File: config.mk
export PLATFORM = sky130hd
export DESIGN_NAME = mdu_ctrl
export DESIGN_NICKNAME = d
export VERILOG_FILES = /design/src/rtl/mdu_pkg.sv /design/src/rtl/mdu_div_step.sv /design/src/rtl/mdu_ctrl.sv
export SDC_FILE = /design/constraint.sdc
export NUM_CORES = 2
export LEC_CHECK = 0
export CAP_MARGIN = 10
export CORE_ASPECT_RATIO = 2
export CORE_UTILIZATION = 65
export DETAILED_ROUTE_END_ITERATION = 12
export PLACE_DENSITY_LB_ADDON = 0.08
export SLEW_MARGIN = 25
export SYNTH_ARGS = -nofsm -noshare
export SYNTH_HDL_FRONTEND = slang
export SYNTH_SLANG_ARGS = --single-unit
File: constraint.sdc
create_clock -name clk -period 24.3 [get_ports clk]
set_clock_uncertainty 0.05 [all_clocks]
set_input_delay 2.43 -clock clk [delete_from_list [all_inputs] [get_ports clk]]
set_output_delay 2.43 -clock clk [all_outputs]
set_load 0.05 [all_outputs]
File: src/rtl/mdu_pkg.sv
// rtl/mdu_pkg.sv - mdu op codes, FSM state encoding and op decode shared with the ALU decoder
package mdu_pkg;

    localparam logic [4:0] OP_MUL   = 5'd2;
    localparam logic [4:0] OP_DIV   = 5'd3;
    localparam logic [4:0] OP_DIVU  = 5'd4;
    localparam logic [4:0] OP_REM   = 5'd5;
    localparam logic [4:0] OP_REMU  = 5'd6;
    localparam logic [4:0] OP_MULW  = 5'd24;
    localparam logic [4:0] OP_DIVW  = 5'd25;
    localparam logic [4:0] OP_DIVUW = 5'd26;
    localparam logic [4:0] OP_REMW  = 5'd27;
    localparam logic [4:0] OP_REMUW = 5'd28;

    typedef enum logic [1:0] {
        ST_IDLE = 2'd0,
        ST_CALC = 2'd1,
        ST_DONE = 2'd2
    } mdu_state_e;

    typedef enum logic [1:0] {
        K_NONE = 2'd0,
        K_MUL  = 2'd1,
        K_DIV  = 2'd2,
        K_REM  = 2'd3
    } mdu_kind_e;

    typedef struct packed {
        mdu_kind_e kind;
        logic      w;
        logic      sgn;
    } mdu_dec_t;

    function automatic mdu_dec_t mdu_decode(input logic [4:0] op);
        mdu_dec_t d;
        d.kind = K_NONE;
        d.w    = 1'b0;
        d.sgn  = 1'b0;
        case (op)
            OP_MUL:   d.kind = K_MUL;
            OP_DIV:   begin d.kind = K_DIV; d.sgn = 1'b1; end
            OP_DIVU:  d.kind = K_DIV;
            OP_REM:   begin d.kind = K_REM; d.sgn = 1'b1; end
            OP_REMU:  d.kind = K_REM;
            OP_MULW:  begin d.kind = K_MUL; d.w = 1'b1; end
            OP_DIVW:  begin d.kind = K_DIV; d.w = 1'b1; d.sgn = 1'b1; end
            OP_DIVUW: begin d.kind = K_DIV; d.w = 1'b1; end
            OP_REMW:  begin d.kind = K_REM; d.w = 1'b1; d.sgn = 1'b1; end
            OP_REMUW: begin d.kind = K_REM; d.w = 1'b1; end
            default:  d.kind = K_NONE;
        endcase
        return d;
    endfunction

endpackage

File: src/rtl/mdu_div_step.sv
// rtl/mdu_div_step.sv - one restoring division step: shift in a dividend bit, trial-subtract the divisor
module mdu_div_step #(
    parameter int N = 64
) (
    input  logic [N-1:0] i_rem,
    input  logic [N-1:0] i_div,
    input  logic         i_bit,
    output logic [N-1:0] o_rem,
    output logic         o_q
);

    logic [N:0] w_shift;
    logic [N:0] w_diff;

    // i_rem < i_div always holds, so a set top bit of the difference means the trial borrowed
    assign w_shift = {i_rem, i_bit};
    assign w_diff  = w_shift - {1'b0, i_div};
    assign o_q     = ~w_diff[N];
    assign o_rem   = o_q ? w_diff[N-1:0] : w_shift[N-1:0];

endmodule

File: src/rtl/mdu_ctrl.sv
// rtl/mdu_ctrl.sv - iterative multiply/divide controller; define MDU_FAST_MUL_EN for a single-cycle multiplier
module mdu_ctrl
    import mdu_pkg::*;
#(
    parameter int N = 64
) (
    input  logic         clk,
    input  logic         rst,
    input  logic         in_valid,
    output logic         in_ready,
    input  logic [4:0]   op,
    input  logic [N-1:0] a,
    input  logic [N-1:0] b,
    output logic         out_valid,
    input  logic         out_ready,
    output logic [N-1:0] res,
    input  logic         flush,
    output logic         busy
);

    localparam int CW = $clog2(N + 1);

    function automatic logic [N-1:0] sext32(input logic [31:0] v);
        return {{(N-32){v[31]}}, v};
    endfunction

    mdu_state_e     r_state;
    mdu_state_e     w_state_nxt;
    mdu_kind_e      r_kind;
    logic           r_w;
    logic           r_neg_q;
    logic           r_neg_r;
    logic [CW-1:0]  r_cnt;
    logic [N-1:0]   r_x;
    logic [N-1:0]   r_y;
    logic [N-1:0]   r_acc;
    logic [N-1:0]   r_res;

    mdu_dec_t       w_dec;
    logic [N-1:0]   w_a_ext, w_b_ext, w_a_mag, w_b_mag, w_min, w_prod;
    logic           w_a_neg, w_b_neg, w_b_zero, w_ovf, w_fast_mul;
    logic           w_direct, w_accept, w_last;
    logic [N-1:0]   w_direct_raw, w_direct_res;
    logic [N-1:0]   w_x_nxt, w_y_nxt, w_acc_nxt, w_step_raw, w_step_res;
    logic [N-1:0]   w_ds_rem;
    logic           w_ds_q;

    assign w_dec    = mdu_decode(op);
    assign w_a_ext  = w_dec.w ? (w_dec.sgn ? sext32(a[31:0]) : {{(N-32){1'b0}}, a[31:0]}) : a;
    assign w_b_ext  = w_dec.w ? (w_dec.sgn ? sext32(b[31:0]) : {{(N-32){1'b0}}, b[31:0]}) : b;
    assign w_a_neg  = w_dec.sgn & w_a_ext[N-1];
    assign w_b_neg  = w_dec.sgn & w_b_ext[N-1];
    assign w_a_mag  = w_a_neg ? ('0 - w_a_ext) : w_a_ext;
    assign w_b_mag  = w_b_neg ? ('0 - w_b_ext) : w_b_ext;
    assign w_min    = w_dec.w ? {{(N-31){1'b1}}, 31'd0} : {1'b1, {(N-1){1'b0}}};
    assign w_b_zero = (w_b_ext == '0);
    assign w_ovf    = w_dec.sgn && (w_a_ext == w_min) && (&w_b_ext);

`ifdef MDU_FAST_MUL_EN
    assign w_fast_mul = (w_dec.kind == K_MUL);
    assign w_prod     = w_a_ext * w_b_ext;
`else
    assign w_fast_mul = 1'b0;
    assign w_prod     = '0;
`endif

    assign in_ready  = (r_state == ST_IDLE) && !flush;
    assign w_accept  = in_valid && in_ready;
    assign w_last    = (r_cnt == CW'(1));
    assign out_valid = (r_state == ST_DONE);
    assign busy      = (r_state != ST_IDLE);
    assign res       = r_res;

    // Cases resolved on the acceptance edge: unknown op, zero divisor, signed overflow, fast multiply
    always_comb begin
        w_direct     = 1'b0;
        w_direct_raw = '0;
        case (w_dec.kind)
            K_MUL: begin
                w_direct     = w_fast_mul;
                w_direct_raw = w_prod;
            end
            K_DIV: begin
                w_direct     = w_b_zero | w_ovf;
                w_direct_raw = w_b_zero ? '1 : w_a_ext;
            end
            K_REM: begin
                w_direct     = w_b_zero | w_ovf;
                w_direct_raw = w_b_zero ? w_a_ext : '0;
            end
            default: w_direct = 1'b1;
        endcase
    end

    assign w_direct_res = w_dec.w ? sext32(w_direct_raw[31:0]) : w_direct_raw;

    mdu_div_step #(.N(N)) u_div_step (
        .i_rem (r_acc),
        .i_div (r_y),
        .i_bit (r_x[N-1]),
        .o_rem (w_ds_rem),
        .o_q   (w_ds_q)
    );

    // r_x: multiplicand or dividend/quotient shift register; r_y: multiplier or divisor; r_acc: product or remainder
    always_comb begin
        w_x_nxt    = r_x;
        w_y_nxt    = r_y;
        w_acc_nxt  = r_acc;
        w_step_raw = '0;
        if (r_kind == K_MUL) begin
            w_acc_nxt = r_acc + (r_y[0] ? r_x : '0);
            w_x_nxt   = r_x << 1;
            w_y_nxt   = r_y >> 1;
        end else begin
            w_acc_nxt = w_ds_rem;
            w_x_nxt   = {r_x[N-2:0], w_ds_q};
        end
        case (r_kind)
            K_MUL:   w_step_raw = w_acc_nxt;
            K_DIV:   w_step_raw = r_neg_q ? ('0 - w_x_nxt) : w_x_nxt;
            K_REM:   w_step_raw = r_neg_r ? ('0 - w_acc_nxt) : w_acc_nxt;
            default: w_step_raw = '0;
        endcase
    end

    assign w_step_res = r_w ? sext32(w_step_raw[31:0]) : w_step_raw;

    always_comb begin
        w_state_nxt = r_state;
        case (r_state)
            ST_IDLE: if (w_accept) w_state_nxt = w_direct ? ST_DONE : ST_CALC;
            ST_CALC: if (w_last) w_state_nxt = ST_DONE;
            ST_DONE: if (out_ready) w_state_nxt = ST_IDLE;
            default: w_state_nxt = ST_IDLE;
        endcase
        if (flush) w_state_nxt = ST_IDLE;
    end

    always_ff @(posedge clk or posedge rst) begin
        if (rst) begin
            r_state <= ST_IDLE;
        end else begin
            r_state <= w_state_nxt;
        end
    end

    always_ff @(posedge clk or posedge rst) begin
        if (rst) begin
            r_kind  <= K_NONE;
            r_w     <= 1'b0;
            r_neg_q <= 1'b0;
            r_neg_r <= 1'b0;
            r_cnt   <= '0;
            r_x     <= '0;
            r_y     <= '0;
            r_acc   <= '0;
            r_res   <= '0;
        end else if (w_accept) begin
            r_kind  <= w_dec.kind;
            r_w     <= w_dec.w;
            r_neg_q <= w_a_neg ^ w_b_neg;
            r_neg_r <= w_a_neg;
            r_cnt   <= w_dec.w ? CW'(32) : CW'(N);
            r_acc   <= '0;
            if (w_dec.kind == K_MUL) begin
                r_x <= w_a_ext;
                r_y <= w_b_ext;
            end else begin
                // W dividends start in the upper half so the step always consumes bit N-1
                r_x <= w_dec.w ? (w_a_mag << 32) : w_a_mag;
                r_y <= w_b_mag;
            end
            if (w_direct) r_res <= w_direct_res;
        end else if (r_state == ST_CALC && !flush) begin
            r_x   <= w_x_nxt;
            r_y   <= w_y_nxt;
            r_acc <= w_acc_nxt;
            r_cnt <= r_cnt - CW'(1);
            if (w_last) r_res <= w_step_res;
        end
    end

endmodule
==> impl_results.md, run 1 <==
- Fraction of registers with async set/reset: 100.0%
- Post-CTS Setup Inserts: 0
- Number of global-route vias before repair: 38,195
- Largest area contributor in the netlist: dfrtp_1
- CTS sink cnt: 270
- Seq/Total Area, Yosys: 21.94%
- Syn avg cell area: 7.179 um2
- Post-synth top flop: dfrtp_1
- Number of CTS-inserted buffers: 27
- GR Util All Layers: 68.73%
- Synthesized area: 30,790 um2
- Die Span Y: 309.8 um
- Grt total ovfl: 150
- CTS Buffer Depth: 3
- Error msg: [ERROR GRT-0116] Global routing finished with congestion. Check the congestion regions in the DRC Viewer.
- First-pass GRT wire length: 249,500 um
- Synth top cells by count: 468 x nand2_1, 446 x a21oi_1, 424 x o21ai_0
- Largest net degree at the start of global routing: 133
- Htree depth: 1
- HPWL Detailed: 110,200 um
- Hold buffers post-CTS: 0
- Most frequent cell after synthesis: nand2_1
- Starting Density: 65.98%
- Yosys cell types: 100
- PostCTS Resize Cnt: 0
- Last flow stage reached: global routing (5_1_grt)
- Yosys reg bits: 270
- Top cell type's share of synthesized area: 21.94%
- Post-synth EDFFs: 0
- Root buf cell: clkbuf_16
- Die Span X: 155.9 um
- Global placer's final weighted congestion: 1.222
- Synth warn: 0
- Ports: 205
- Ranking of synthesized cells by area: dfrtp_1 22%, a21oi_1 7.2%, o21ai_0 6.9%
- Status: aborted with a tool error
- Num rows: 112
- Mapped Nets: 4,564
- Cells after Synth: 4,289
- PortBufs: 204
==> per-stage QoR <==
step / util [%] / instance area, um2 / hold slack, ns / instances / setup slack (ns)
2_1_floorplan: - / 30790 / 0.4156 / 4289 / 14.38
3_3_place_gp: 70.72 / 33000 / 0.4211 / 4875 / 16.38
3_5_place_dp: 70.72 / 33000 / 0.4216 / 4875 / 16.25
4_1_cts: 72.75 / 33950 / 0.4415 / 4922 / 16.77
==> layer usage <==
metal / GRT usage [%] / GRT overflow
met1: 68.50 / 0
met2: 92.71 / 97
met3: 44.45 / 1
met4: 70.43 / 52
met5: 4.451 / 0
==> logic make-up after synthesis <==
family	after synthesis	synth area share, %
compound gates	1638	33.83
simple gates	1479	23.44
buf+inv	432	5.535
xor+xnor	302	8.591
flops	270	21.94
fa+ha+maj	138	5.649
mux	30	1.008
==> run 2: changes to the inputs <==
--- a/config.mk
+++ b/config.mk
@@ -6,10 +6,9 @@
 export NUM_CORES = 2
 export LEC_CHECK = 0
 export CAP_MARGIN = 10
-export CORE_ASPECT_RATIO = 2
-export CORE_UTILIZATION = 65
+export CORE_UTILIZATION = 40
 export DETAILED_ROUTE_END_ITERATION = 12
-export PLACE_DENSITY_LB_ADDON = 0.08
+export PLACE_DENSITY_LB_ADDON = 0.15
 export SLEW_MARGIN = 25
 export SYNTH_ARGS = -nofsm -noshare
 export SYNTH_HDL_FRONTEND = slang
==> run 2 against run 1 <==
Compared with the run above:
- the run now ends clean
- synthesized cell count unchanged
- area after synthesis is the same
==> impl_results.md, run 2 <==
- Status: finished, final reports clean
- PortBufs: 204
- Post-CTS Setup Inserts: 0
- Critical path launch point type: input pin
- Crit path launch: b[8]
- Die area: 78,090 um2
- Hold buffers post-CTS: 0
- CP dominant cell by count: or3_1
- Global placer's final weighted congestion: 1.034
- Final Non-Filler Cells: 5,344
- CP peak stage delay: 0.85 ns
- DR vias: 34,842
- Final instance area: 34,820 um2
- Cells after Synth: 4,289
- Die Span Y: 279.4 um
- Max-cap violations: 0
- Number of global-route vias before repair: 32,078
- FF-to-FF Start: r_x[63]$_DFFE_PP0P_
- Starting Density: 40.47%
- First-pass GRT wire length: 207,500 um
- CTS tree: done
- Starting DRT DRC Count: 4,268
- Fraction of registers with async set/reset: 100.0%
- Actual slew at the worst max-slew pin: 1.181 ns
- CP cell instances: clkdlybuf4s50_1, or3_1, or3_1, or3_1, nor2_1, and3_1, and3_1, nand2_1, a21oi_1, nand2_1, a21boi_0, a21o_1, nor2_1, or3_1, o21bai_1
- Crit path required time: 24.73 ns
- WP buf/inv: 1
- CP endpoint: res[58]$_DFFE_PP0P_
- Placed cells: 5,273
- CTS sink cnt: 270
- Root buf cell: clkbuf_16
- RSZ-0062 raised after global routing: no
- Largest area contributor in the netlist: dfrtp_1
- Syn avg cell area: 7.179 um2
- GR Util All Layers: 34.96%
- Worst Setup End Kind: flop
- Reg2reg end: res[53]$_DFFE_PP0P_
- WL per Instance: 26.22 um
- Hold crit path type: flop to flop
- Top cell type's share of synthesized area: 21.94%
- Grt total ovfl: 0
- Final min period: 7.947 ns
- HPWL Detailed: 108,100 um
- CP arrival: 8.38 ns
- First-pass DRT Iterations: 7
- Final hold violations: 0
- Yosys reg bits: 270
- Critical Path Stages: 15
- Post-synth top flop: dfrtp_1
- Worst R2R Setup Slack: 16.56 ns
- Peak Freq: 0.1258 GHz
- Leakage power: 13.51 nW
- CTS Buffer Depth: 3
- Post-synth EDFFs: 0
- Post-route antenna net violation count: 0
- Share of layout cells above drive strength 1: 5.401%
- Mapped Nets: 4,564
- Relative slew slack: 20.46%
- Commonest non-fill, non-tap cell in the layout: nand2_1
- Critical-path top delay cell: a21oi_1
- Pwr Total: 0.003350 W
- Delay-heaviest family, CP: simple AND/OR/NAND/NOR gates
- Commonest non-fill, non-tap cells in the layout: 464 x nand2_1, 445 x a21oi_1, 424 x o21ai_0
- Post-Route WL: 140,100 um
- Clock Latency Late Sink: 0.58 ns
- Residual DRC: 0
- Cell Area, Placed: 33,500 um2
- Power density cells: 96.20 nW/um2
- Ranking of synthesized cells by area: dfrtp_1 22%, a21oi_1 7.2%, o21ai_0 6.9%
- Vias/cell: 6.520
- Ports: 205
- Final slew viol count: 0
- Core Region: 76,080 um2
- CP max FO: 25
- Total negative slack: 0 ns
- Number of CTS-inserted buffers: 37
- Initial antenna violation count: 3
- Worst vdd ir: 56.45 uV
- Synth top cells by count: 468 x nand2_1, 446 x a21oi_1, 424 x o21ai_0
- WS Path Type: input pin to flop
- Area grow syn2layout: 13.11%
- Seq/Total Area, Yosys: 21.94%
- Htree depth: 2
- Antenna cell count: 0
- Most frequent cell after synthesis: nand2_1
- Register-to-Register Path Depth: 21
- Synthesized area: 30,790 um2
- Synth warn: 0
- Die Span X: 279.4 um
- Hold Path Depth: 2
- PostCTS Resize Cnt: 0
- Clk pin slew, worst setup/hold paths: 0.06 ns
- Final #Nets: 4,561
- Largest net degree at the start of global routing: 156
- Finish-stage setup viols: 0
- Yosys cell types: 100
- Num rows: 101
- Period utilization: 32.70%
==> run 2: cell counts after synthesis <==
No cell type changed its count.
==> run 2: cell families after synthesis <==
group | after synthesis | share of synthesized area (%)
compound gates | 1638 | 33.83
fa+ha+maj | 138 | 5.649
mux | 30 | 1.008
xor+xnor | 302 | 8.591
simple gates | 1479 | 23.44
buf+inv | 432 | 5.535
flops | 270 | 21.94
==> run 2: layout make-up <==
class,count,area [um2]
multi-input combinational,3587,22450
inverter,113,431.7
sequential,270,6758
tap,1030,1289
fill,7952,41250
timing repair buffer,277,2656
clock inverter,15,148.9
clock buffer,52,1095
==> run 2: stage by stage <==
step | util (%) | hold WS (ns) | setup slack, ns
3_5_place_dp | 44.04 | 0.4295 | 16.05
4_1_cts | 45.67 | 0.4428 | 16.61
6_report | 45.78 | 0.4447 | 16.35
3_3_place_gp | 44.02 | 0.4233 | 16.17
5_1_grt | 45.78 | 0.4685 | 16.05
2_1_floorplan | - | 0.4156 | 14.38
==> run 2: power by group <==
group | leakage (nW) | internal, W | switching, W
combinational | 9.49 | 0.000656 | 0.00138
clock | 0.611 | 0.000337 | 0.000234
sequential | 3.41 | 0.000585 | 0.000163
==> run 2: worst min path at each step <==
stage,start,end,slack [ns]
after global placement,res[34]$_DFFE_PP0P_,res[34]$_DFFE_PP0P_,0.42
after CTS,res[51]$_DFFE_PP0P_,res[51]$_DFFE_PP0P_,0.44
after global routing,res[23]$_DFFE_PP0P_,res[23]$_DFFE_PP0P_,0.47
final,res[51]$_DFFE_PP0P_,res[51]$_DFFE_PP0P_,0.44
after detailed placement,res[51]$_DFFE_PP0P_,res[51]$_DFFE_PP0P_,0.43
after floorplan,r_y[63]$_DFFE_PP0P_,r_y[63]$_DFFE_PP0P_,0.42
==> run 2: per-layer routing <==
layer	share of wire (%)	global-route usage (%)	vias to the layer above
met3	7.8	4.921	327
met2	46	55.59	1792
met1	41	46.66	16703
met5	0.029	0	-
met4	5.1	16.51	6
li1	-	-	16014
==> run 2: tightest hold or removal path, delay by kind of cell, from the launching register on <==
kind	cells	cell delay [ns]
AO/OA/AOI/OAI	1	0.06
flip-flops	1	0.35
AND/OR/NAND/NOR	1	0.05
Power figures use the tool's default switching activity.
